[config.mk]
export PLATFORM = sky130hd
export DESIGN_NAME = freq_state_detector_flat
export DESIGN_NICKNAME = d
export VERILOG_FILES = /design/src/rtl/freq_state_detector_if.sv /design/src/rtl/freq_state_detector.sv /design/src/flat_wrapper.sv
export SDC_FILE = /design/constraint.sdc
export NUM_CORES = 1
export LEC_CHECK = 0
export ABC_AREA = 1
export CORE_MARGIN = 8
export CORE_UTILIZATION = 54
export DETAILED_ROUTE_END_ITERATION = 8
export GPL_TIMING_DRIVEN = 0
export HOLD_SLACK_MARGIN = 0.05
export PLACE_DENSITY = 0.77
export SYNTH_ARGS = -nofsm -noshare
export SYNTH_HDL_FRONTEND = slang
export SYNTH_SLANG_ARGS = --single-unit
[constraint.sdc]
create_clock -name clk -period 2.75 [get_ports clk]
set_input_delay 0.4125 -clock clk [delete_from_list [all_inputs] [get_ports clk]]
set_output_delay 0.4125 -clock clk [all_outputs]
set_load 0.005 [all_outputs]
[src/rtl/freq_state_detector_if.sv]
// Signal bundle between the frequency detector and its consumers (LED stage, search logic).
// The detector drives the results (master); the sensor/consumer side is the slave.
interface freq_state_detector_if #(
    parameter int unsigned CNT_W = 16
);
    logic             sig_in;
    logic [3:0]       FreqState;
    logic [CNT_W-1:0] edge_count;
    logic             window_done;

    modport master (
        input  sig_in,
        output FreqState,
        output edge_count,
        output window_done
    );

    modport slave (
        output sig_in,
        input  FreqState,
        input  edge_count,
        input  window_done
    );
endinterface

[src/rtl/freq_state_detector.sv]
// Counts sig_in rising edges over a fixed gate window, bins the count into a frequency code
// and publishes it as FreqState once CONFIRM consecutive windows agree.
module freq_state_detector #(
    parameter int unsigned GATE_CYCLES = 1_000_000,
    parameter int unsigned CNT_W       = 16,
    parameter int unsigned F9_LO       = 8,
    parameter int unsigned F9_HI       = 12,
    parameter int unsigned F10_LO      = 18,
    parameter int unsigned F10_HI      = 22,
    parameter int unsigned F11_LO      = 28,
    parameter int unsigned F11_HI      = 32,
    parameter int unsigned CONFIRM     = 3
) (
    input logic                   clk,
    input logic                   rst,
    freq_state_detector_if.master bus
);
    localparam int unsigned GateW = (GATE_CYCLES > 1) ? $clog2(GATE_CYCLES) : 1;
    localparam int unsigned RunW  = $clog2(CONFIRM + 1);

    localparam logic [GateW-1:0] GateLast = GateW'(GATE_CYCLES - 1);
    localparam logic [CNT_W-1:0] CntMax   = '1;
    localparam logic [RunW-1:0]  RunMax   = RunW'(CONFIRM);

    logic             sync1_q, sync2_q, prev_q;
    logic             edge_det, closing;
    logic [GateW-1:0] gate_q;
    logic [CNT_W-1:0] ecnt_q, ecnt_sat, count_q;
    logic [31:0]      final_cnt;
    logic [3:0]       class_code;
    logic [3:0]       cand_q, cand_d;
    logic [RunW-1:0]  run_q, run_d;
    logic [3:0]       state_q, state_d;
    logic             done_q;

    assign edge_det  = sync2_q & ~prev_q;
    assign closing   = (gate_q == GateLast);
    // An edge seen on the closing cycle is folded into the window that is closing.
    assign ecnt_sat  = (edge_det && (ecnt_q != CntMax)) ? ecnt_q + CNT_W'(1) : ecnt_q;
    assign final_cnt = 32'(ecnt_sat);

    always_comb begin
        if (final_cnt >= F9_LO && final_cnt <= F9_HI) begin
            class_code = 4'd9;
        end else if (final_cnt >= F10_LO && final_cnt <= F10_HI) begin
            class_code = 4'd10;
        end else if (final_cnt >= F11_LO && final_cnt <= F11_HI) begin
            class_code = 4'd11;
        end else begin
            class_code = 4'd0;
        end
    end

    always_comb begin
        cand_d  = cand_q;
        run_d   = run_q;
        state_d = state_q;
        if (class_code == cand_q) begin
            if (run_q != RunMax) run_d = run_q + RunW'(1);
        end else begin
            cand_d = class_code;
            run_d  = RunW'(1);
        end
        if (run_d == RunMax) state_d = cand_d;
    end

    always_ff @(posedge clk or posedge rst) begin
        if (rst) begin
            sync1_q <= 1'b0;
            sync2_q <= 1'b0;
            prev_q  <= 1'b0;
        end else begin
            sync1_q <= bus.sig_in;
            sync2_q <= sync1_q;
            prev_q  <= sync2_q;
        end
    end

    always_ff @(posedge clk or posedge rst) begin
        if (rst) begin
            gate_q  <= '0;
            ecnt_q  <= '0;
            count_q <= '0;
            cand_q  <= '0;
            run_q   <= '0;
            state_q <= '0;
            done_q  <= 1'b0;
        end else begin
            done_q <= closing;
            if (closing) begin
                gate_q  <= '0;
                ecnt_q  <= '0;
                count_q <= ecnt_sat;
                cand_q  <= cand_d;
                run_q   <= run_d;
                state_q <= state_d;
            end else begin
                gate_q <= gate_q + GateW'(1);
                ecnt_q <= ecnt_sat;
            end
        end
    end

    assign bus.FreqState   = state_q;
    assign bus.edge_count  = count_q;
    assign bus.window_done = done_q;
endmodule
[src/flat_wrapper.sv]
// flat-port wrapper written by rule: the top's interface ports become plain ports
module freq_state_detector_flat 
#(
    parameter int unsigned GATE_CYCLES = 1_000_000,
    parameter int unsigned CNT_W       = 16,
    parameter int unsigned F9_LO       = 8,
    parameter int unsigned F9_HI       = 12,
    parameter int unsigned F10_LO      = 18,
    parameter int unsigned F10_HI      = 22,
    parameter int unsigned F11_LO      = 28,
    parameter int unsigned F11_HI      = 32,
    parameter int unsigned CONFIRM     = 3
)
  (clk, rst, bus_sig_in, bus_FreqState, bus_edge_count, bus_window_done);
  freq_state_detector_if #(.CNT_W(CNT_W)) bus_i ();
  input logic clk;
  input logic rst;
  input wire logic [$bits(bus_i.sig_in)-1:0] bus_sig_in;
  output wire logic [$bits(bus_i.FreqState)-1:0] bus_FreqState;
  output wire logic [$bits(bus_i.edge_count)-1:0] bus_edge_count;
  output wire logic [$bits(bus_i.window_done)-1:0] bus_window_done;
  assign bus_i.sig_in = bus_sig_in;
  assign bus_FreqState = bus_i.FreqState;
  assign bus_edge_count = bus_i.edge_count;
  assign bus_window_done = bus_i.window_done;
  freq_state_detector #(.GATE_CYCLES(GATE_CYCLES), .CNT_W(CNT_W), .F9_LO(F9_LO), .F9_HI(F9_HI), .F10_LO(F10_LO), .F10_HI(F10_HI), .F11_LO(F11_LO), .F11_HI(F11_HI), .CONFIRM(CONFIRM)) u_core (.clk(clk), .rst(rst), .bus(bus_i));
endmodule
==> results of run 1 <==
[cells in the final DEF, fill, tap and decap left out, types with 14 or more instances in the layout]
cell / n
buf_4: 20
nand4_1: 14
inv_1: 65
nand2_2: 28
o21ai_0: 23
nand3_1: 26
dfrtp_1: 60
nor2_1: 64
nand2_1: 147
clkdlybuf4s50_1: 23
[final timing paths]
path / cells after the start / start / slack, ns / to
max: 20 / u_core.ecnt_q[0] / 0.05 / u_core.run_q[0]
min: 0 / u_core.sync1_q / 0.35 / u_core.sync2_q
max reg2reg: 20 / u_core.ecnt_q[0] / 0.05 / u_core.run_q[0]
min reg2reg: 0 / u_core.sync1_q / 0.35 / u_core.sync2_q
max in group asynchronous: 3 / rst / 1.69 / u_core.ecnt_q[2]
min in group asynchronous: 2 / rst / 0.44 / u_core.gate_q[3]
[repair_timing]
item                                    4_1_cts  5_1_grt
hold endpoints to repair                      0        0
buffers inserted                              9       12
hold buffers                                  0        0
resized for setup                            12       62
pin swaps                                     7       27
cloned                                        1        2
endpoints found under the setup margin        8        7
[synthesized netlist by cell type]
| master | count | area share [%] |
|---|---|---|
| a21oi_1 | 12 | 1.6 |
| nand3_2 | 4 | 1.0 |
| o21ai_1 | 3 | 0.39 |
| nand3b_1 | 2 | 0.39 |
| ha_1 | 2 | 0.65 |
| nand2_1 | 170 | 17 |
| or2_2 | 1 | 0.16 |
| inv_2 | 5 | 0.49 |
| nand2_4 | 3 | 0.88 |
| nor2_4 | 4 | 1.2 |
| xnor2_1 | 3 | 0.68 |
| o21ai_2 | 2 | 0.46 |
| nor3_2 | 1 | 0.26 |
| o21a_1 | 1 | 0.20 |
| o21ai_0 | 24 | 3.1 |
| o21ai_4 | 1 | 0.42 |
| a211oi_1 | 1 | 0.20 |
| xor2_1 | 11 | 2.5 |
| nor4_1 | 3 | 0.49 |
| nand4_2 | 1 | 0.33 |
| nor2_2 | 7 | 1.1 |
| and3_1 | 1 | 0.16 |
| dfrtp_1 | 66 | 43 |
| nor2_1 | 74 | 7.2 |
| nor3_1 | 8 | 1.0 |
| nand2_2 | 11 | 1.8 |
| clkbuf_1 | 7 | 0.68 |
| inv_1 | 67 | 6.5 |
| nand4_1 | 14 | 2.3 |
| nand3_1 | 28 | 3.6 |
| buf_6 | 2 | 0.59 |
[stage by stage]
stage                     hold slack, ns  cell area, sq um  setup WS [ns]  utilization [%]  cells
after floorplan                    0.331              3850          0.175                -    539
after global placement             0.333              4200         -0.402             61.4    658
after detailed placement           0.337              4220         -0.451             61.7    659
after CTS                          0.353              4550       0.000707             66.5    684
after global routing               0.359              4840         -0.138             70.8    698
final                              0.352              4840         0.0490             70.8    698
[final cells by class]
type | count | area, sq um
plain buffers | 9 | 48.8
repair buffers | 47 | 428
clock inverters | 5 | 80.1
clock buffers | 10 | 128
well taps | 96 | 120
flip-flops and latches | 66 | 1660
inverters | 72 | 273
multi-input cells | 393 | 2100
fillers | 595 | 2000
[worst max-delay path: cells and delay by family (launching register included)]
kind	cells	cell delay, ns
and+or+nand+nor	15	1.62
AOI/OAI and AO/OA	1	0.08
buffers and inverters	3	0.26
DFF	1	0.44
adders and majority gates	1	0.19
[kinds of logic after synthesis]
| logic type | Yosys count | synth area share [%] |
|---|---|---|
| XOR/XNOR | 14 | 3.19 |
| adder cells (fa/ha/maj) | 2 | 0.651 |
| flip-flops | 66 | 42.9 |
| AND/OR/NAND/NOR | 332 | 38.6 |
| AO/OA/AOI/OAI | 44 | 6.34 |
| buffers and inverters | 81 | 8.30 |
[state kept, by name, indices dropped and copies added, names as in the netlist, 2 cells and up]
register,flops
u_core.bus.FreqState,4
u_core.ecnt_q,16
u_core.run_q,2
u_core.cand_q,4
u_core.bus.edge_count,16
u_core.gate_q,20
[power groups by stage]
stage               registers [mW]  clock network, mW  logic (mW)
floorplan                     1.08                  0       0.919
global placement              1.09                  0        1.10
detailed placement            1.09                  0        1.13
CTS                           1.07              0.883        1.21
global route                  1.08              0.915        1.61
finish                        1.08              0.868        1.45
[layer usage]
layer / part of all wire, % / track usage, % / up-vias
met2: 50 / 33.7 / 112
li1: - / - / 1807
met4: 1.8 / 8.02 / 0
met1: 44 / 24.8 / 1752
met3: 4.6 / 2.91 / 19
met5: 0 / 0 / -
==> flow_metrics.env, run 1 <==
export IMPL_cts_num_sinks=66
export IMPL_gr_total_overflow=0
export IMPL_cp_max_fo=7
export IMPL_syn_nets=544
export IMPL_routedWlPerCell_um=14.3
export IMPL_fin_crit_sh_pct=98.2
export IMPL_ys_ff_latch=66
export IMPL_hold_path_class="reg -> reg"
export IMPL_comb_power_share_pct=42.7
export IMPL_pwr_share_clk_pct=25.5
export IMPL_die_h_um=100
export IMPL_setup_tns_ns=0
export IMPL_max_freq_ghz=0.370
export IMPL_slew_headroom_pct=57.2
export IMPL_synth_cell_types=31
export IMPL_rows=30
export IMPL_vias=3690
export IMPL_synthCells=539
export IMPL_via_per_inst=5.29
export IMPL_finalMaxSlewViolations=0
export IMPL_htree_levels=3
export IMPL_grt_antenna_before_repair=0
export IMPL_hold_viol_final=0
export IMPL_root_buffer="clkbuf_8"
export IMPL_ios=24
export IMPL_nets=603
export IMPL_slowest_stage="dfrtp_2"
export IMPL_hpwl_mm=7.04
export IMPL_dieArea_sq_um=10100
export IMPL_grt_usage_pct=19.9
export IMPL_crit_required_ns=2.99
export IMPL_core_sq_um=6830
export IMPL_power_frac_seq_pct=31.7
export IMPL_power_leakage_nw=2.40
export IMPL_period_needed_ns=2.70
export IMPL_die_w_um=100
export IMPL_setup_viol=0
export IMPL_skew_ns=0.00571
export IMPL_port_buffers=23
export IMPL_syn2layout_area_growth_pct=25.7
export IMPL_gp_congestion=0.904
export IMPL_drt_first_pass_iters=5
export IMPL_cts_tree="yes"
export IMPL_drt_iter0_drc=244
export IMPL_n_antenna_cell=0
export IMPL_drc=0
export IMPL_drive_gt1_share_pct=21.6
export IMPL_cp_start_kind="flop"
export IMPL_p_switching_mw=1.36
export IMPL_drv_cap=0
export IMPL_clockBufferDepth=2
export IMPL_internal_power_mw=2.04
export IMPL_status="completed"
export IMPL_crit_path_cell_trace="ha_4 -> inv_4 -> nor2_4 -> nand2_4 -> o21ai_4 -> buf_4 -> nand2_1 -> nand2_2 -> nor2_4 -> nand2_4 -> nor3_4 -> nand2_2 -> nand3_2 -> nand2_1 -> nand2_2 -> nand3_2 -> nor2_4 -> nand3_2 -> nand2_1 -> inv_1"
export IMPL_routed_wl_mm=9.98
export IMPL_grt_pass1_vias=3386
export IMPL_numCtsBuffers=9
export IMPL_swShare_pct=39.9
export IMPL_arrival_ns=2.94
export IMPL_start_util_pct=56.3
export IMPL_p_total_mw=3.40
export IMPL_ys_seq_area_share_pct=42.9
export IMPL_grt_pass1_wl_mm=15.8
export IMPL_worstSetupEndpointType="flop"
export IMPL_grt_start_max_net_pins=42
export IMPL_critPathMaxStageDelay_ns=0.44
export IMPL_crit_type="reg -> reg"
export IMPL_power_density_nw_per_um2=703
export IMPL_rsz0062_at_grt="yes"
export IMPL_postSynthAreaPerCell_sq_um=7.14
export IMPL_clk_latency_ns=0.34
export IMPL_synth_area_sq_um=3850
export IMPL_synth_warnings=0
export IMPL_final_antenna_net_count=0
export IMPL_tightest_slew_ns=0.636
export IMPL_clk_pin_slew_ns=0.07
export IMPL_ir_drop_uv=375
No activity file was read; power rests on OpenSTA's default activity.
==> inputs of run 2 (changes only) <==
--- a/config.mk
+++ b/config.mk
@@ -12,6 +12,7 @@
 export GPL_TIMING_DRIVEN = 0
 export HOLD_SLACK_MARGIN = 0.05
 export PLACE_DENSITY = 0.77
+export SLEW_MARGIN = 10
 export SYNTH_ARGS = -nofsm -noshare
 export SYNTH_HDL_FRONTEND = slang
 export SYNTH_SLANG_ARGS = --single-unit
==> run 2 against run 1 <==
The run now ends with setup timing left. Critical path depth up 3. Final cell count stayed put. Hold slack improved by 0.020 ns. Non-clock buffer count unchanged. Register-to-register slack lost 0.12 ns. Design area down 0.36%. Setup slack worse by 0.12 ns. Clock-buffer cell count up 1. Via count fell by 0.60%. Sequential share of layout area rose by 0.099 points. Combinational power is 3% higher. Clock skew grew 0.0075 ns.
==> flow_metrics.env, run 2 (synthesis gave the netlist of run 1 again) <==
export IMPL_status="complete, but fails checks"
export IMPL_violations="setup timing"
export IMPL_worstSetupStartpoint="u_core.ecnt_q[1]"
export IMPL_max_freq_ghz=0.354
export IMPL_nets=604
export IMPL_setup_ws_ns=-0.0745
export IMPL_skew_ns=0.0132
export IMPL_drc=0
export IMPL_final_area_sq_um=4820
export IMPL_layout_commonest_cell="nand2_1"
export IMPL_vias=3668
export IMPL_worstSetupEndpointType="flop"
export IMPL_port_buffers=23
export IMPL_routed_wl_mm=9.96
export IMPL_p_total_mw=3.39
export IMPL_rsz0062_at_grt="yes"
export IMPL_dpl_cell_area_sq_um=4200
export IMPL_rows=30
export IMPL_ios=24
export IMPL_slew_headroom_pct=47.7
export IMPL_min_from="u_core.sync1_q"
export IMPL_setup_viol=5
export IMPL_top_register="u_core.gate_q"
export IMPL_drv_cap=0
export IMPL_clk_latency_ns=0.35
export IMPL_final_cell_mix="nand2_1, inv_1, nor2_1, dfrtp_1, nand2_2"
export IMPL_start_util_pct=56.3
export IMPL_crit_type="reg -> reg"
export IMPL_fin_crit_sh_pct=103
export IMPL_tightest_slew_ns=0.784
export IMPL_grt_antenna_before_repair=0
export IMPL_largest_reg_flops=20
export IMPL_cts_num_sinks=66
export IMPL_power_density_nw_per_um2=703
export IMPL_grt_start_max_net_pins=67
export IMPL_drt_iter0_drc=229
export IMPL_timing_hold_ws_ns=0.373
export IMPL_cts_tree="yes"
export IMPL_drive_gt1_share_pct=21.4
export IMPL_syn2layout_area_growth_pct=25.3
export IMPL_hpwl_mm=6.94
export IMPL_clk_pin_slew_ns=0.07
export IMPL_root_buffer="clkbuf_8"
export IMPL_finalMaxSlewViolations=0
export IMPL_gr_total_overflow=0
export IMPL_via_per_inst=5.26
export IMPL_setup_tns_ns=-0.206
export IMPL_clockBufferDepth=2
export IMPL_cp_max_fo=6
export IMPL_n_antenna_cell=0
export IMPL_ir_drop_uv=379
export IMPL_core_sq_um=6830
export IMPL_grt_pass1_wl_mm=15.9
export IMPL_power_leakage_nw=2.41
export IMPL_grt_pass1_vias=3430
export IMPL_cp_start_kind="flop"
export IMPL_gp_congestion=0.904
export IMPL_numCtsBuffers=9
export IMPL_drt_first_pass_iters=4
export IMPL_dieArea_sq_um=10100
export IMPL_hold_path_class="reg -> reg"
export IMPL_grt_usage_pct=20.0
export IMPL_period_needed_ns=2.82
export IMPL_htree_levels=3
export IMPL_die_w_um=100
export IMPL_routedWlPerCell_um=14.3
export IMPL_final_antenna_net_count=0
export IMPL_arrival_ns=3.06
export IMPL_hold_viol_final=0
export IMPL_crit_required_ns=2.99
export IMPL_die_h_um=100
export IMPL_rr_startpoint="u_core.ecnt_q[1]"
[run 2: cell count changes in the layout (fill, tap and decap cells not counted), moves of 2 or more]
cell and change:
nand2_1 +3, nor2_2 +3, buf_4 +2, buf_6 -2, clkbuf_8 +2, clkinvlp_4 -2
nand2_2 -2, nor2_4 -2
[run 2: where the power goes]
| group | internal (mW) | leakage [nW] | switching, mW |
|---|---|---|---|
| Combinational | 0.558 | 1.43 | 0.938 |
| Clock | 0.455 | 0.101 | 0.354 |
| Sequential | 1.02 | 0.877 | 0.0623 |
[run 2: final timing paths]
check                              endpoint  slack [ns]  cells past startpoint
setup / recovery            u_core.run_q[0]       -0.07                     23
hold / removal               u_core.sync2_q        0.37                      0
setup reg to reg            u_core.run_q[0]       -0.07                     23
hold reg to reg              u_core.sync2_q        0.37                      0
max in group asynchronous  u_core.ecnt_q[2]        1.62                      2
min in group asynchronous  u_core.gate_q[4]        0.57                      2
[run 2: layout make-up]
cell class | instances | area [sq um]
buffer | 9 | 52.6
sequential | 66 | 1660
inverter | 72 | 275
clock inverter | 3 | 40.0
clock buffer | 11 | 151
timing repair buffer | 47 | 432
multi-input combinational | 394 | 2090
tap | 96 | 120
fill | 580 | 2010
[run 2: critical path: stages (launching register included)]
cell,delay (ns)
dfrtp_1,0.42
ha_4,0.20
inv_4,0.04
nor2_4,0.13
nand2_4,0.09
nor2_4,0.13
nor2_4,0.08
clkbuf_16,0.16
nand2_4,0.06
nand2_2,0.08
nor2_4,0.15
nand2_4,0.08
nor2_4,0.18
nand2_2,0.07
nand2_2,0.08
nand2_4,0.08
nand2_2,0.08
nand2_1,0.05
nand2_1,0.07
nand3_2,0.08
nor2_4,0.19
nand3_2,0.08
nand2_1,0.08
inv_1,0.04
[run 2: what timing repair did]
item | 4_1_cts | 5_1_grt
gates cloned | 0 | 4
hold buffers | 0 | 0
setup buffers | 7 | 15
hold endpoints to repair | 0 | 0
setup endpoints to repair | 8 | 8
resized for setup | 13 | 53
pin swaps | 2 | 32
[run 2: stage by stage]
stage               utilization [%]  worst slack, ns  cells
floorplan                         -            0.175    539
global placement               61.4           -0.402    658
detailed placement             61.5           -0.448    658
CTS                            65.8          0.00340    679
global route                   70.5           -0.251    698
finish                         70.5          -0.0745    698
[run 2: layer usage]
layer  vias up  wire [um]  share of wire (%)  track usage [%]
met1      1749       4280                 43             25.1
met4         0        157                1.6             7.44
met2        94       4980                 50             32.8
li1       1808          -                  -                -
met3        17        545                5.5             4.29
met5         -          0                  0                0
==> inputs of run 3 (changes only) <==
--- a/config.mk
+++ b/config.mk
@@ -7,11 +7,11 @@
 export LEC_CHECK = 0
 export ABC_AREA = 1
 export CORE_MARGIN = 8
-export CORE_UTILIZATION = 54
+export CORE_UTILIZATION = 44
 export DETAILED_ROUTE_END_ITERATION = 8
 export GPL_TIMING_DRIVEN = 0
 export HOLD_SLACK_MARGIN = 0.05
-export PLACE_DENSITY = 0.77
+export PLACE_DENSITY = 0.63
 export SLEW_MARGIN = 10
 export SYNTH_ARGS = -nofsm -noshare
 export SYNTH_HDL_FRONTEND = slang
==> run 3 against run 2 <==
Core utilization fell by 15 points. Clock power shrank 4.7%. Routed wire length grew 1.0%. Via count down 1.9%. Sequential share of layout area up 0.32 points. Clock skew hardly changed. Critical path depth down 4. Flip-flop and latch count stayed put. Clock-buffer cell count did not move. Sequential power about the same. The flow now finishes without violations. Maximum frequency increased by 3.9%. Largest power group unchanged. Critical endpoint unchanged.
==> flow_metrics.env, run 3 (synthesis gave the netlist of run 1 again) <==
export IMPL_hold_viol_final=0
export IMPL_max_freq_ghz=0.368
export IMPL_vias=3598
export IMPL_crit_type="reg -> reg"
export IMPL_numCtsBuffers=9
export IMPL_grt_busiest_layer="met2"
export IMPL_grt_pass1_wl_mm=16.1
export IMPL_rsz0062_at_grt="yes"
export IMPL_grt_pass1_vias=3289
export IMPL_final_antenna_net_count=0
export IMPL_nets=598
export IMPL_worstSetupEndpointType="flop"
export IMPL_layout_commonest_cell="nand2_1"
export IMPL_die_h_um=109
export IMPL_final_area_sq_um=4770
export IMPL_root_buffer="clkbuf_8"
export IMPL_crit_required_ns=3.00
export IMPL_power_density_nw_per_um2=671
export IMPL_largest_reg_flops=20
export IMPL_power_leakage_nw=2.36
export IMPL_status="completed"
export IMPL_dieArea_sq_um=12000
export IMPL_htree_levels=3
export IMPL_use_met2_pct=26.1
export IMPL_dpl_worst_slack_ns=-0.374
export IMPL_skew_ns=0.0133
export IMPL_arrival_ns=2.97
export IMPL_port_buffers=23
export IMPL_hold_path_class="in -> async"
export IMPL_n_antenna_cell=0
export IMPL_period_needed_ns=2.72
export IMPL_setup_ws_ns=0.0315
export IMPL_drv_cap=0
export IMPL_via_per_inst=5.10
export IMPL_ios=24
export IMPL_hpwl_mm=7.06
export IMPL_rows=34
export IMPL_setup_viol=0
export IMPL_grt_usage_pct=17.1
export IMPL_die_w_um=109
export IMPL_start_util_pct=44.8
export IMPL_grt_use_met1_pct=23.5
export IMPL_drc=0
export IMPL_routed_wl_mm=10.1
export IMPL_dpl_cell_area_sq_um=4240
export IMPL_gp_congestion=0.906
export IMPL_fin_crit_sh_pct=98.9
export IMPL_final_cell_mix="nand2_1, inv_1, nor2_1, dfrtp_1, nand2_2"
export IMPL_stdcell_count=706
export IMPL_grt_start_max_net_pins=54
export IMPL_hold_buffers=0
export IMPL_n_fill_cell=824
export IMPL_tightest_slew_ns=0.584
export IMPL_grt_antenna_before_repair=0
export IMPL_clockBufferDepth=2
export IMPL_cts_tree="yes"
export IMPL_drt_iter0_drc=218
export IMPL_top_register="u_core.gate_q"
export IMPL_cp_start_kind="flop"
export IMPL_met3_usage_pct=3.52
export IMPL_clk_latency_ns=0.36
export IMPL_routedWlPerCell_um=14.3
export IMPL_core_sq_um=8590
export IMPL_syn2layout_area_growth_pct=24.1
export IMPL_drt_first_pass_iters=5
export IMPL_dpl_cell_count=671
export IMPL_cts_num_sinks=66
export IMPL_drive_gt1_share_pct=20.6
export IMPL_finalMaxSlewViolations=0
export IMPL_slew_headroom_pct=60.7
export IMPL_gr_total_overflow=0
export IMPL_ir_drop_uv=360
export IMPL_clk_pin_slew_ns=0.08
export IMPL_cp_max_fo=5
## run 3: changes by cell type in the layout (fill, tap and decap cells not counted), sizes merged
| cell | change |
|---|---|
| buf | -5 |
| inv | +1 |
| clkinvlp | +2 |
| clkbuf | -1 |
| bufinv | -1 |
## run 3: final cells by class
type	instances	area [sq um]	share of cell area [%]
Multi-Input combinational cell	394	2070	43.4
Buffer	9	50.0	1.05
Clock buffer	11	141	2.96
Tap cell	108	135	2.83
Clock inverter	5	37.5	0.786
Timing Repair Buffer	41	405	8.49
Inverter	72	273	5.71
Sequential cell	66	1660	34.7
## run 3: final timing paths
kind	from	to	slack (ns)	depth (start not counted)
setup / recovery	u_core.ecnt_q[1]	u_core.run_q[0]	0.03	19
hold / removal	rst	u_core.bus.edge_count[8]	0.31	2
setup reg to reg	u_core.ecnt_q[1]	u_core.run_q[0]	0.03	19
hold reg to reg	u_core.sync1_q	u_core.sync2_q	0.35	0
max in group asynchronous	rst	u_core.ecnt_q[2]	1.90	3
min in group clk	u_core.sync1_q	u_core.sync2_q	0.35	0
## run 3: critical path, cell delays in order, from the launching register on
cell	delay [ns]
dfrtp_1	0.42
ha_4	0.18
inv_2	0.04
nor2_4	0.12
nand2_4	0.08
o21ai_4	0.27
buf_6	0.17
nand2_1	0.06
o21ai_2	0.11
nand2_1	0.11
nor2_1	0.11
nand4_1	0.16
nand3_2	0.15
nand2_1	0.06
nand2_1	0.11
nand3_2	0.11
nor2_4	0.17
nand3_2	0.08
nand2_1	0.06
inv_1	0.03
## run 3: power breakdown
group          total [mW]  switching [mW]  internal (mW)
registers            1.08          0.0628           1.02
clock network       0.771           0.416          0.355
logic                1.35           0.868          0.483
## run 3: through the flow
stage	utilization (%)	hold slack, ns	TNS (ns)	power, mW
after global placement	49.0	0.333	-35.54	2.20
after floorplan	-	0.331	0	2.00
after detailed placement	49.4	0.336	-2.11	2.21
final	55.5	0.315	0	3.20
after global routing	55.5	0.327	-1.14	3.44
after CTS	52.9	0.319	0	3.05
## run 3: metal layers
layer  wire length, um  vias up
met5                 0        -
met2              4630       81
met4               118        0
li1                  -     1800
met3               515       11
met1              4800     1706
## run 3: timing repair
item,CTS,global route
setup buffers,7,8
gates resized for setup,17,48
cloned,0,4
pin swaps,2,27
setup endpoints to repair,8,7
==> patch 1 (flow settings as in run 3) <==
`CNT_W` is set to 16 in 3 places; all go to 12.
--- a/src/rtl/freq_state_detector_if.sv
+++ b/src/rtl/freq_state_detector_if.sv
@@ -2,5 +2,5 @@
 // The detector drives the results (master); the sensor/consumer side is the slave.
 interface freq_state_detector_if #(
-    parameter int unsigned CNT_W = 16
+    parameter int unsigned CNT_W = 12
 );
     logic             sig_in;
--- a/src/rtl/freq_state_detector.sv
+++ b/src/rtl/freq_state_detector.sv
@@ -3,5 +3,5 @@
 module freq_state_detector #(
     parameter int unsigned GATE_CYCLES = 1_000_000,
-    parameter int unsigned CNT_W       = 16,
+    parameter int unsigned CNT_W       = 12,
     parameter int unsigned F9_LO       = 8,
     parameter int unsigned F9_HI       = 12,
--- a/src/flat_wrapper.sv
+++ b/src/flat_wrapper.sv
@@ -3,5 +3,5 @@
 #(
     parameter int unsigned GATE_CYCLES = 1_000_000,
-    parameter int unsigned CNT_W       = 16,
+    parameter int unsigned CNT_W       = 12,
     parameter int unsigned F9_LO       = 8,
     parameter int unsigned F9_HI       = 12,
Interface: changed (resized bus_edge_count); port bits go from 24 to 20. The function was not compared with the original's and may differ.
==> patch 1 against run 3 <==
Total power is 13% lower; critical path depth is 2 lower; count of clock-buffer cells in the layout is 2 higher; sequential cell count is 8 lower; highest routed layer unchanged; setup slack better by 0.056 ns; hold slack better by 0.035 ns; synthesized cell count is 24% lower; non-clock buffer count is 5 lower; first-iteration DRC count is 50% lower; wire length is 26% lower; final cell count is 21% lower; area after synthesis is 17% lower; final area is 14% lower.
==> patch 1: results <==
status:
  status: "complete, no violations"
logic_synthesis:
  seq_area_frac_synth_pct: 45.6
  post_synth.cell_area_avg_um2: 7.82
  ys_top_cells_by_count: "99 x nand2_1, 58 x dfrtp_1, 54 x inv_1"
  async_flop_share_pct: 100
  synth_cell_types: 35
  yosysWarnings: 0
  syn_nets: 412
  synth_area_leaders: "dfrtp_1 46%, nand2_1 12%, inv_1 6.4%, nor2_1 5.8%, nand4_1 4.1%"
  synth_fa_ha_area_share_pct: 0.786
  synthXorXnorAreaFrac_pct: 3.26
  synth_compound_area_share_pct: 5.62
worst_hold_path:
  hp-class: "flip-flop to flip-flop"
  hold_depth: 0
worst_setup_path:
  crit_fanout: 10
  r2r_cells: 17
  r2r_slack_ns: 0.09
  cpPeakStageDelay_ns: 0.39
  arrival_ns: 2.91
  r2r_start: "u_core.prev_q"
finish:
  nets: 461
  largest_reg_flops: 20
  drive_gt1_share_pct: 23.7
  layout.cells.non_filler: 559
route:
  dr_wl_met3_um: 290
  drtIter0Drc: 108
  post_drt_wl_per_cell_um: 13.4
  firstDrtPassIters: 4
  route.layer.met1.wl_mm: 3.26
  wl_met2_mm: 3.82
  vias: 2752
placement:
  pre_cts_slack_ns: -0.121
  dp_hpwl_mm: 5.11
  gp_congestion: 0.812
  dp_cells: 526
  port_buffers: 19
  dpl_cell_area_mm2: 0.00352
sta:
  worst_clock_skew_ns: 0.0105
  timing.final.ws_setup_ns: 0.0874
  timing.hold.ws_ns: 0.350
  slew_headroom_pct: 62.2
power:
  pg_comb_mw: 1.02
  netSwitchingFraction_pct: 34.8
  power_frac_clock_pct: 29.4
  p_leak_nw: 2.01
  p_switching_uw: 974
  peakVddDrop_uv: 291
grt:
  met1_usage_pct: 18.5
  grt_pass1_wl_mm: 12.0
  grt_pass1_vias: 2573
  grt_usage_pct: 15.1
  grtUsageMet3_pct: 3.31
  grt_max_degree: 34
  grt_util_met2_pct: 24.9
[patch 1: cell count changes in the layout (fill, tap and decap cells not counted), sizes merged, moves of 3 or more]
cell / delta
a21oi: -6
clkdlybuf4s50: -4
dfrtp: -8
inv: -15
nand2: -69
nand3: -3
nand4: +6
nor2: -26
nor3: -4
o21ai: -7
[patch 1: kinds of logic (layout without fill, tap and decap cells)]
logic type      count (synthesis)  in the layout
compound gates                 33             33
flops                          58             58
xor+xnor                       11             11
fa+ha+maj                       2              2
buf+inv                        67            119
simple gates                  236            237
[patch 1: area by class of cell]
type,instances,area [um^2]
flip-flops and latches,58,1450
inverters,59,229
clock inverters,2,35.0
well taps,99,124
multi-input cells,283,1670
clock buffers,13,169
repair buffers,37,363
fillers,666,3050
plain buffers,8,46.3
[patch 1: timing repair]
item / CTS / global route
pin swaps: 0 / 21
buffers inserted: 0 / 16
cloned: 0 / 2
gates resized for setup: 4 / 48
endpoints found under the setup margin: 13 / 25
==> patch 2 (flow settings as in run 3) <==
Made on the original files. Make the reset (`rst`) synchronous in 2 clocked blocks.
--- a/src/rtl/freq_state_detector.sv
+++ b/src/rtl/freq_state_detector.sv
@@ -65,5 +65,5 @@
     end
 
-    always_ff @(posedge clk or posedge rst) begin
+    always_ff @(posedge clk) begin
         if (rst) begin
             sync1_q <= 1'b0;
@@ -77,5 +77,5 @@
     end
 
-    always_ff @(posedge clk or posedge rst) begin
+    always_ff @(posedge clk) begin
         if (rst) begin
             gate_q  <= '0;
Formal check against the unedited RTL: no difference found for any inputs over 10 cycles, from zero or initial values and one cycle with rst high; that may be too few to reach the edited logic, so the function may still have changed.
==> patch 2 against run 3 <==
Wire length down 19%; setup slack better by 0.037 ns; final area down 12%; non-clock buffer count down 10; hold slack better by 0.093 ns; synthesized cell count down 6.5%; area after synthesis down 13%; sequential cell count unchanged; largest cell class unchanged.
Power is not compared: it rests on default switching activity, and its combinational part moved more than twofold at a synthesized area within 25%.
==> patch 2: results <==
route:
  route.layer.met1.wl_mm: 3.78
  firstDrtPassIters: 4
  dr_wl_met3_um: 427
  drtIter0Drc: 127
  routed_wl_mm: 8.18
  vias: 3223
  avgViaCountPerCell: 4.92
  wl_met2_mm: 3.92
logic_synthesis:
  synth_compound_area_share_pct: 8.89
  yosys_most_used_dff: "dfxtp_1"
  seq_area_frac_synth_pct: 39.3
  yosysWarnings: 0
  post_synth.cell_area_avg_um2: 6.68
  synth_area_leaders: "dfxtp_1 39%, nand2_1 15%, nor2_1 7.8%, inv_1 7.0%, o21ai_0 4.0%"
  ys_top_cells_by_count: "135 x nand2_1, 70 x nor2_1, 66 x dfxtp_1"
  synthMuxAreaShare_pct: 0
  syn_nets: 509
  async_flop_share_pct: 0
  synthXorXnorAreaFrac_pct: 2.08
  synth_fa_ha_area_share_pct: 0.744
clock_tree:
  clk_pin_slew_ns: 0.08
  cts_buffer_depth: 2
  h-tree-depth: 3
  ctsResizeCount: 3
  insertion_delay_ns: 0.34
  cts_setup_buffers: 0
placement:
  gp_congestion: 0.827
  dpl_cell_area_mm2: 0.00372
  dp_hpwl_mm: 5.98
  pre_cts_slack_ns: -0.178
  port_buffers: 23
  dp_cells: 629
worst_setup_path:
  startpoint: "u_core.ecnt_q[6]"
  slowest_stage: "dfxtp_1"
  crit_fanout: 7
  cpPeakStageDelay_ns: 0.40
  arrival_ns: 2.96
sta:
  worst_clock_skew_ns: 0.0157
  slew_headroom_pct: 59.8
finish:
  fill_cells: 719
  drive_gt1_share_pct: 19.5
  nets: 553
grt:
  grt_max_degree: 13
  grt_pass1_vias: 2919
  grt_usage_pct: 16.1
  grt_util_met2_pct: 26.9
  met1_usage_pct: 19.9
  grt_pass1_wl_mm: 13.4
  grtUsageMet3_pct: 4.15
power:
  peakVddDrop_uv: 232
  netSwitchingFraction_pct: 23.9
  p_leak_nw: 1.69
  powerDensity_mw_per_mm2: 452
status:
  status: "complete, no violations"
worst_hold_path:
  hp-class: "flip-flop to flip-flop"
[patch 2: cell types whose count changed in the layout (fill, tap and decap cells not counted), moves of 4 or more]
cell,before,now
dfxtp_1,0,55
nand2_1,150,126
a21oi_1,10,17
inv_2,5,10
xor2_1,10,5
dfrtp_1,61,0
inv_1,66,62
nand4_1,14,10
nand3_1,26,22
dfrtp_2,5,0
buf_4,14,8
dfxtp_2,0,9
nand2_2,29,19
[patch 2: layout make-up]
class                           instances  area (um^2)  area share (%)
Buffer                                  8         48.8            1.16
Clock buffer                           10          138            3.28
Clock inverter                          6         63.8            1.52
Inverter                               72          270            6.45
Multi-Input combinational cell        359         1890            45.0
Sequential cell                        66         1340            32.0
Tap cell                              102          128            3.05
Timing Repair Buffer                   32          315            7.52
[patch 2: worst paths after layout]
path | end | slack [ns] | depth (start not counted)
min reg2reg | u_core.sync2_q | 0.41 | 2
max reg2reg | u_core.bus.FreqState[1] | 0.07 | 22
max | u_core.bus.FreqState[1] | 0.07 | 22
min | u_core.sync2_q | 0.41 | 2
